## src/rtl/wb_arb_2.sv

```systemverilog
// Two-master to one-slave Wishbone arbiter. Grant held for whole CYC,
// round-robin or fixed priority; watchdog when WB_ARB_TIMEOUT_EN defined.
//
// Ports:
//   clk, rst_n        clock, async active-low reset
//   wbm0_* / wbm1_*   master-side Wishbone ports (adr/dat/we/sel/stb/cyc in,
//                     dat/ack/err/rty out)
//   wbs_*             slave-side Wishbone port
//
// Optional feature macro: WB_ARB_TIMEOUT_EN (transfer watchdog of TIMEOUT).
module wb_arb_2 #(
  parameter int DATA_WIDTH      = 32,
  parameter int ADDR_WIDTH      = 32,
  parameter int SELECT_WIDTH    = 4,
  parameter int ARB_ROUND_ROBIN = 1,
  parameter int TIMEOUT         = 255
) (
  input  logic                    clk,
  input  logic                    rst_n,
  input  logic [ADDR_WIDTH-1:0]   wbm0_adr_i,
  input  logic [DATA_WIDTH-1:0]   wbm0_dat_i,
  output logic [DATA_WIDTH-1:0]   wbm0_dat_o,
  input  logic                    wbm0_we_i,
  input  logic [SELECT_WIDTH-1:0] wbm0_sel_i,
  input  logic                    wbm0_stb_i,
  output logic                    wbm0_ack_o,
  output logic                    wbm0_err_o,
  output logic                    wbm0_rty_o,
  input  logic                    wbm0_cyc_i,
  input  logic [ADDR_WIDTH-1:0]   wbm1_adr_i,
  input  logic [DATA_WIDTH-1:0]   wbm1_dat_i,
  output logic [DATA_WIDTH-1:0]   wbm1_dat_o,
  input  logic                    wbm1_we_i,
  input  logic [SELECT_WIDTH-1:0] wbm1_sel_i,
  input  logic                    wbm1_stb_i,
  output logic                    wbm1_ack_o,
  output logic                    wbm1_err_o,
  output logic                    wbm1_rty_o,
  input  logic                    wbm1_cyc_i,
  output logic [ADDR_WIDTH-1:0]   wbs_adr_o,
  input  logic [DATA_WIDTH-1:0]   wbs_dat_i,
  output logic [DATA_WIDTH-1:0]   wbs_dat_o,
  output logic                    wbs_we_o,
  output logic [SELECT_WIDTH-1:0] wbs_sel_o,
  output logic                    wbs_stb_o,
  input  logic                    wbs_ack_i,
  input  logic                    wbs_err_i,
  input  logic                    wbs_rty_i,
  output logic                    wbs_cyc_o
);

  if (TIMEOUT < 2) begin : g_bad_timeout
    $error("wb_arb_2: TIMEOUT must be >= 2");
  end

  typedef enum logic [1:0] {
    IDLE = 2'd0,
    G0   = 2'd1,
    G1   = 2'd2
  } grant_e;

  grant_e grant_q, grant_d;
  logic   last_q, last_d;
  logic   hold;
  logic   g0, g1;
  logic   cyc_raw, stb_raw;
  logic   to_hit;

  assign g0 = (grant_q == G0);
  assign g1 = (grant_q == G1);

  assign hold = (g0 & wbm0_cyc_i) | (g1 & wbm1_cyc_i);

  // Grant selection; a released grant hands over on the same edge.
  always_comb begin
    grant_d = grant_q;
    last_d  = last_q;
    if (!hold) begin
      if (wbm0_cyc_i & wbm1_cyc_i) begin
        if ((ARB_ROUND_ROBIN != 0) && !last_q) grant_d = G1;
        else                                   grant_d = G0;
      end else if (wbm0_cyc_i) begin
        grant_d = G0;
      end else if (wbm1_cyc_i) begin
        grant_d = G1;
      end else begin
        grant_d = IDLE;
      end
    end
    if (grant_d != grant_q) begin
      if (grant_d == G0) last_d = 1'b0;
      if (grant_d == G1) last_d = 1'b1;
    end
  end

  always_ff @(posedge clk or negedge rst_n) begin
    if (!rst_n) begin
      grant_q <= IDLE;
      last_q  <= 1'b1;
    end else begin
      grant_q <= grant_d;
      last_q  <= last_d;
    end
  end

  // Slave-side request mux.
  always_comb begin
    wbs_adr_o = '0;
    wbs_dat_o = '0;
    wbs_sel_o = '0;
    wbs_we_o  = 1'b0;
    cyc_raw   = 1'b0;
    stb_raw   = 1'b0;
    unique case (grant_q)
      G0: begin
        wbs_adr_o = wbm0_adr_i;
        wbs_dat_o = wbm0_dat_i;
        wbs_sel_o = wbm0_sel_i;
        wbs_we_o  = wbm0_we_i;
        cyc_raw   = wbm0_cyc_i;
        stb_raw   = wbm0_stb_i;
      end
      G1: begin
        wbs_adr_o = wbm1_adr_i;
        wbs_dat_o = wbm1_dat_i;
        wbs_sel_o = wbm1_sel_i;
        wbs_we_o  = wbm1_we_i;
        cyc_raw   = wbm1_cyc_i;
        stb_raw   = wbm1_stb_i;
      end
      default: ;
    endcase
  end

  assign wbs_cyc_o = cyc_raw;
  assign wbs_stb_o = stb_raw & ~to_hit;

`ifdef WB_ARB_TIMEOUT_EN
  localparam int CW = $clog2(TIMEOUT + 1);

  logic [CW-1:0] cnt_q, cnt_d;
  logic          term;

  assign term = wbs_ack_i | wbs_err_i | wbs_rty_i;

  // A real slave termination in the limit cycle takes precedence.
  assign to_hit = cyc_raw & stb_raw & ~term &
                  (cnt_q == CW'(TIMEOUT - 1));

  always_comb begin
    cnt_d = cnt_q;
    if (grant_d != grant_q) begin
      cnt_d = '0;
    end else if (term | to_hit) begin
      cnt_d = '0;
    end else if (cyc_raw & stb_raw) begin
      cnt_d = cnt_q + 1'b1;
    end
  end

  always_ff @(posedge clk or negedge rst_n) begin
    if (!rst_n) cnt_q <= '0;
    else        cnt_q <= cnt_d;
  end
`else
  assign to_hit = 1'b0;
`endif

  // Responses go only to the granted master; read data is broadcast.
  assign wbm0_dat_o = wbs_dat_i;
  assign wbm1_dat_o = wbs_dat_i;
  assign wbm0_ack_o = g0 & wbs_ack_i;
  assign wbm1_ack_o = g1 & wbs_ack_i;
  assign wbm0_err_o = g0 & (wbs_err_i | to_hit);
  assign wbm1_err_o = g1 & (wbs_err_i | to_hit);
  assign wbm0_rty_o = g0 & wbs_rty_i;
  assign wbm1_rty_o = g1 & wbs_rty_i;

endmodule

```

## config.mk

```make
export PLATFORM = sky130hd
export DESIGN_NAME = wb_arb_2
export DESIGN_NICKNAME = d
export VERILOG_FILES = /design/src/rtl/wb_arb_2.sv
export SDC_FILE = /design/constraint.sdc
export NUM_CORES = 1
export LEC_CHECK = 0
export ABC_AREA = 1
export BUFFER_PORTS_ARGS = -buffer_cell sky130_fd_sc_hd__buf_2
export CAP_MARGIN = 10
export CORE_AREA = 10 10 115 117
export CTS_CLUSTER_SIZE = 10
export DETAILED_ROUTE_END_ITERATION = 12
export DIE_AREA = 0 0 125 127
export GPL_TIMING_DRIVEN = 0
export PLACE_DENSITY = 0.53
export RECOVER_POWER = 25
export SETUP_SLACK_MARGIN = 0.05
export SYNTH_ARGS = -nofsm -noshare
export SYNTH_HDL_FRONTEND = slang
export SYNTH_SLANG_ARGS = --single-unit
```

## constraint.sdc

```tcl
create_clock -name clk -period 1.45 [get_ports clk]
set_input_delay 0.0725 -clock clk [delete_from_list [all_inputs] [get_ports clk]]
set_output_delay 0.0725 -clock clk [all_outputs]
set_load 0.005 [all_outputs]
```

# Word-level counts from Yosys, hierarchy flattened
# Cells that the tools add are included.
# totals
regBits	3
latchBits	0
ram_bits	0
mem_bits_ro	0
out_inout_bits	141
n_memories	0
# classes
addsub	0
n_mul	0
div_mod_pow	0
order_cmp	0
n_eq_ne	5
shifts	0
mux	13
n_bitwise	10
reduce_logical	2
# op_table
cell	n
one-hot mux 32 bit (2 select lines)	2
2-to-1 mux 2 bit	5
bitwise AND 1 bit	9
one-hot mux 4 bit (2 select lines)	1
one-hot mux 1 bit (2 select lines)	3
== test 2 x 1 -> 1 bit (second input constant)	2
== test 2 bit (second input constant)	2
2-to-1 mux 1 bit	2
inequality test 2 bit	1
AND reduction 2 bit	1
nonzero test 2 bit	1
OR 1 bit	1

# Longest topological paths before layout
# logic_depth
depth_word	7
mapped_depth	12
depth_no_buf	12

# Least setup slack after synthesis
# OpenSTA, ideal clock, no wires.
# synth_timing
path_type	register to register
startpoint	reg grant_q[1]
endpoint	reg last_q
setup_time_ns	0.076
arrival_time_ns	1.421
t_required_ns	1.374
path_slack_ns	-0.046
path_stages_with_launch	11
cell_sequence	dfrtp_1 inv_1 ha_1 nand2_1 nand2_2 o21ai_0 ha_1 inv_1 nand2_1 nand2_1 nand2_1
# synth_via
elab_chain_len	7
word_cells_on_any_way	12
classes_between	eq/ne (5); mux (2); bitwise (3); reduce/logical (2)
# synth_rtl
element	line	text
start, declared	62	grant_e grant_q, grant_d;
start signal, assigned	101	grant_q <= grant_d;
== test 2 x 1 -> 1 bit / == test 2 bit (equally long branches)	69, 70	
bitwise AND 1 bit	72	assign hold = (g0 & wbm0_cyc_i) | (g1 & wbm1_cyc_i);
OR 1 bit	72	
2-to-1 mux 2 bit (*)	78	if (!hold) begin
via grant_d[1]	62	
== test 2 x 1 -> 1 bit / == test 2 bit (equally long branches)	91, 92	
nonzero test 2 bit (no source line)	-	
AND reduction 2 bit (no source line)	-	
end signal, assigned	102	last_q <= last_d;
end, declared	63	logic last_q, last_d;
# The timed path passes the listed nets; every way through them passes the cells marked *.
# A chain may end at the register's enable or synchronous reset.

# Worst setup path after layout
# layout_timing
startpoint	reg grant_q[0]
endpoint	out wbs_adr_o[23]
# layout_via
elab_chain_len	2
word_cells_on_any_way	3
classes_between	eq/ne (2); mux (1)
# layout_rtl
element	line	text
== test 2 bit / == test 2 x 1 -> 1 bit (equally long branches)	114	unique case (grant_q)
one-hot mux 32 bit (2 select lines) (*)	114	
end, declared	40	output logic [ADDR_WIDTH-1:0] wbs_adr_o,
# Mark *: on every way between the ends. The rest lies on a longest branch, timed or not.

==> reports/qor.txt <==
failing checks - negative setup slack
vias in the first global route - 3289
Yosys cell types - 16
Clk pin slew, worst setup/hold paths - 0.03 ns
post-layout util - 36.8%
Setup crit start kind - register
Port Buffers - 287
Cell Pwr Density - 1180 nW/µm²
Final Max Tran Viols - 0
critical path type - reg2out
CTS tree - done
routability cong. - 0.861
Post-Syn Nets - 531
# IOs - 320
post-layout min period - 1.63 ns
synthesized flop and latch total - 3
CTS sink cnt - 3
RSZ-0062 raised after global routing - true
Pwr Total - 0.00482 W
Design Area, Final - 4100 µm²
Core Rows - 39
Nets - 838
initial antenna violation count - 1
clock skew - 0.00196 ns
Netlist Area Pre-Place - 1770 µm²
CP arrival - 1.55 ns
Setup Viol. Count Final - 76
die width - 125 µm
die height - 127 µm
DR DRC count - 0
critical path peak fanout - 10
Ys Warns - 0
Initial DRC Count - 142
post-DP HPWL - 11.1 mm
post-synthesis sequential area ratio - 4.30%
Routed wire per std cell - 16.4 µm
synthesis-to-finish area growth - 131%
period utilisation layout - 112%
WL final - 13.1 mm
Clock Tree Root - clkbuf_16
Slew HR - 84.5%
largest net degree at the start of global routing - 11
worst skew pair latency - 0.22 ns
outcome - finished, violations left
vias after detailed routing - 3143
Max VDD drop - 866 µV
Syn Area/Cell - 5.08 µm²
CP Capture Type - output port
hold_ws - 0.192 ns
GR Overflow Total - 0
Die Area - 15900 µm²
final hold vios - 0
Core Box Area - 11100 µm²
total CTS buffers - 3
clock buffer depth - 2
GRT Overall Usage - 14.7%
Initial Util - 15.9%
Slew @ Worst Pin - 0.230 ns
post-route antenna net violation count - 0
max cap viols - 0
vias per inst - 3.93
Worst Hold Class - in2async
FMAX - 614 MHz
Cells after Synth - 349
Leakage Power - 2.31 nW
H-tree Lvls - 1
setup ws final - -0.177 ns
Worst EP required - 1.38 ns
first-pass GRT wire length - 19.2 mm
router iterations before antenna repair - 4
fraction of layout cells with a size suffix above 1 - 70.5%
Post-DP Area - 3390 µm²
[cells in the mapped netlist, drive strengths merged]
master	instances	area, µm²
nor2	2	7.51
inv	15	56.3
nand2	157	592
dfrtp	2	50.1
clkbuf	7	26.3
o21bai	1	7.51
buf	81	566
dfstp	1	26.3
nand3	4	25.0
ha	3	37.5
a21oi	73	365
o21ai	3	15.0
[routing by layer]
metal	global-route usage [%]	vias to the layer above	share of wire, %
li1	-	1647	-
met4	1.63	0	0.24
met5	0	-	0
met2	26.3	162	51
met1	16.8	1330	39
met3	5.38	4	9.3
[area by class of cell]
type / instances / area, µm²
repair buffers: 303 / 1630
flip-flops and latches: 3 / 78.8
plain buffers: 87 / 793
fillers: 1256 / 7030
well taps: 143 / 179
clock buffers: 4 / 78.8
inverters: 15 / 56.3
diodes: 1 / 2.50
multi-input cells: 243 / 1280
[worst max-delay path, stage by stage (launching register included)]
cell and delay (ns):
dfrtp_2 0.43, inv_2 0.09, ha_4 0.15, buf_12 0.16, buf_8 0.15, nand2_1 0.06, a21oi_2 0.14, buf_2 0.15
[registers in the layout (all words and copies together), names as in the netlist]
signal / cells
last_q: 1
grant_q: 2
[stage by stage]
stage	setup TNS, ns	worst slack (ns)	cells
after floorplan	-0.0386	-0.0386	349
after global placement	-34.36	-0.578	779
after detailed placement	-35.01	-0.587	779
after CTS	-10.78	-0.189	797
after global routing	-16.97	-0.274	799
final	-9.97	-0.177	799
[worst paths after layout]
| path | startpoint | endpoint | slack (ns) | cells past startpoint |
|---|---|---|---|---|
| worst max-delay path | grant_q[0]$_DFF_PN0_ | wbs_adr_o[23] | -0.18 | 7 |
| worst min-delay path | rst_n | grant_q[1]$_DFF_PN0_ | 0.19 | 2 |
| worst max register to register | grant_q[1]$_DFF_PN0_ | last_q$_DFFE_PN1P_ | -0.12 | 11 |
| worst min register to register | last_q$_DFFE_PN1P_ | last_q$_DFFE_PN1P_ | 0.48 | 2 |
| max in group asynchronous | rst_n | last_q$_DFFE_PN1P_ | 1.03 | 2 |
| min in group clk | wbm1_cyc_i | grant_q[1]$_DFF_PN0_ | 0.22 | 3 |
[cell families after synthesis]
| kind of cell | after synthesis | share of synthesized area, % |
|---|---|---|
| AO/OA/AOI/OAI | 77 | 21.9 |
| adder cells (fa/ha/maj) | 3 | 2.12 |
| buffers and inverters | 103 | 36.5 |
| flip-flops | 3 | 4.30 |
| AND/OR/NAND/NOR | 163 | 35.2 |
[repair_timing]
action	in CTS	in global routing
endpoints found under the setup margin	78	79
hold buffers	1	0
endpoints found under the hold margin	3	0
gates resized for setup	112	40
pin swaps	22	2
setup buffers	8	2
gates cloned	6	1
[cells in the final DEF, fill, tap and decap left out, drive strengths merged]
cell	n
dfrtp	2
nor2	2
dlygate4sd3	1
nand2	157
diode	1
a21oi	73
ha	3
o21ai	3
inv	15
buf	367
clkbuf	26
o21bai	1
nand3	4
dfstp	1
[where the power goes]
| part | switching (W) | total [W] | internal [W] |
|---|---|---|---|
| combinational | 0.00218 | 0.00421 | 0.00204 |
| sequential | 0.0000417 | 0.000167 | 0.000125 |
| clock | 0.0000759 | 0.000439 | 0.000363 |
| total | 0.00229 | 0.00482 | 0.00252 |
Power figures use the tool's default switching activity.
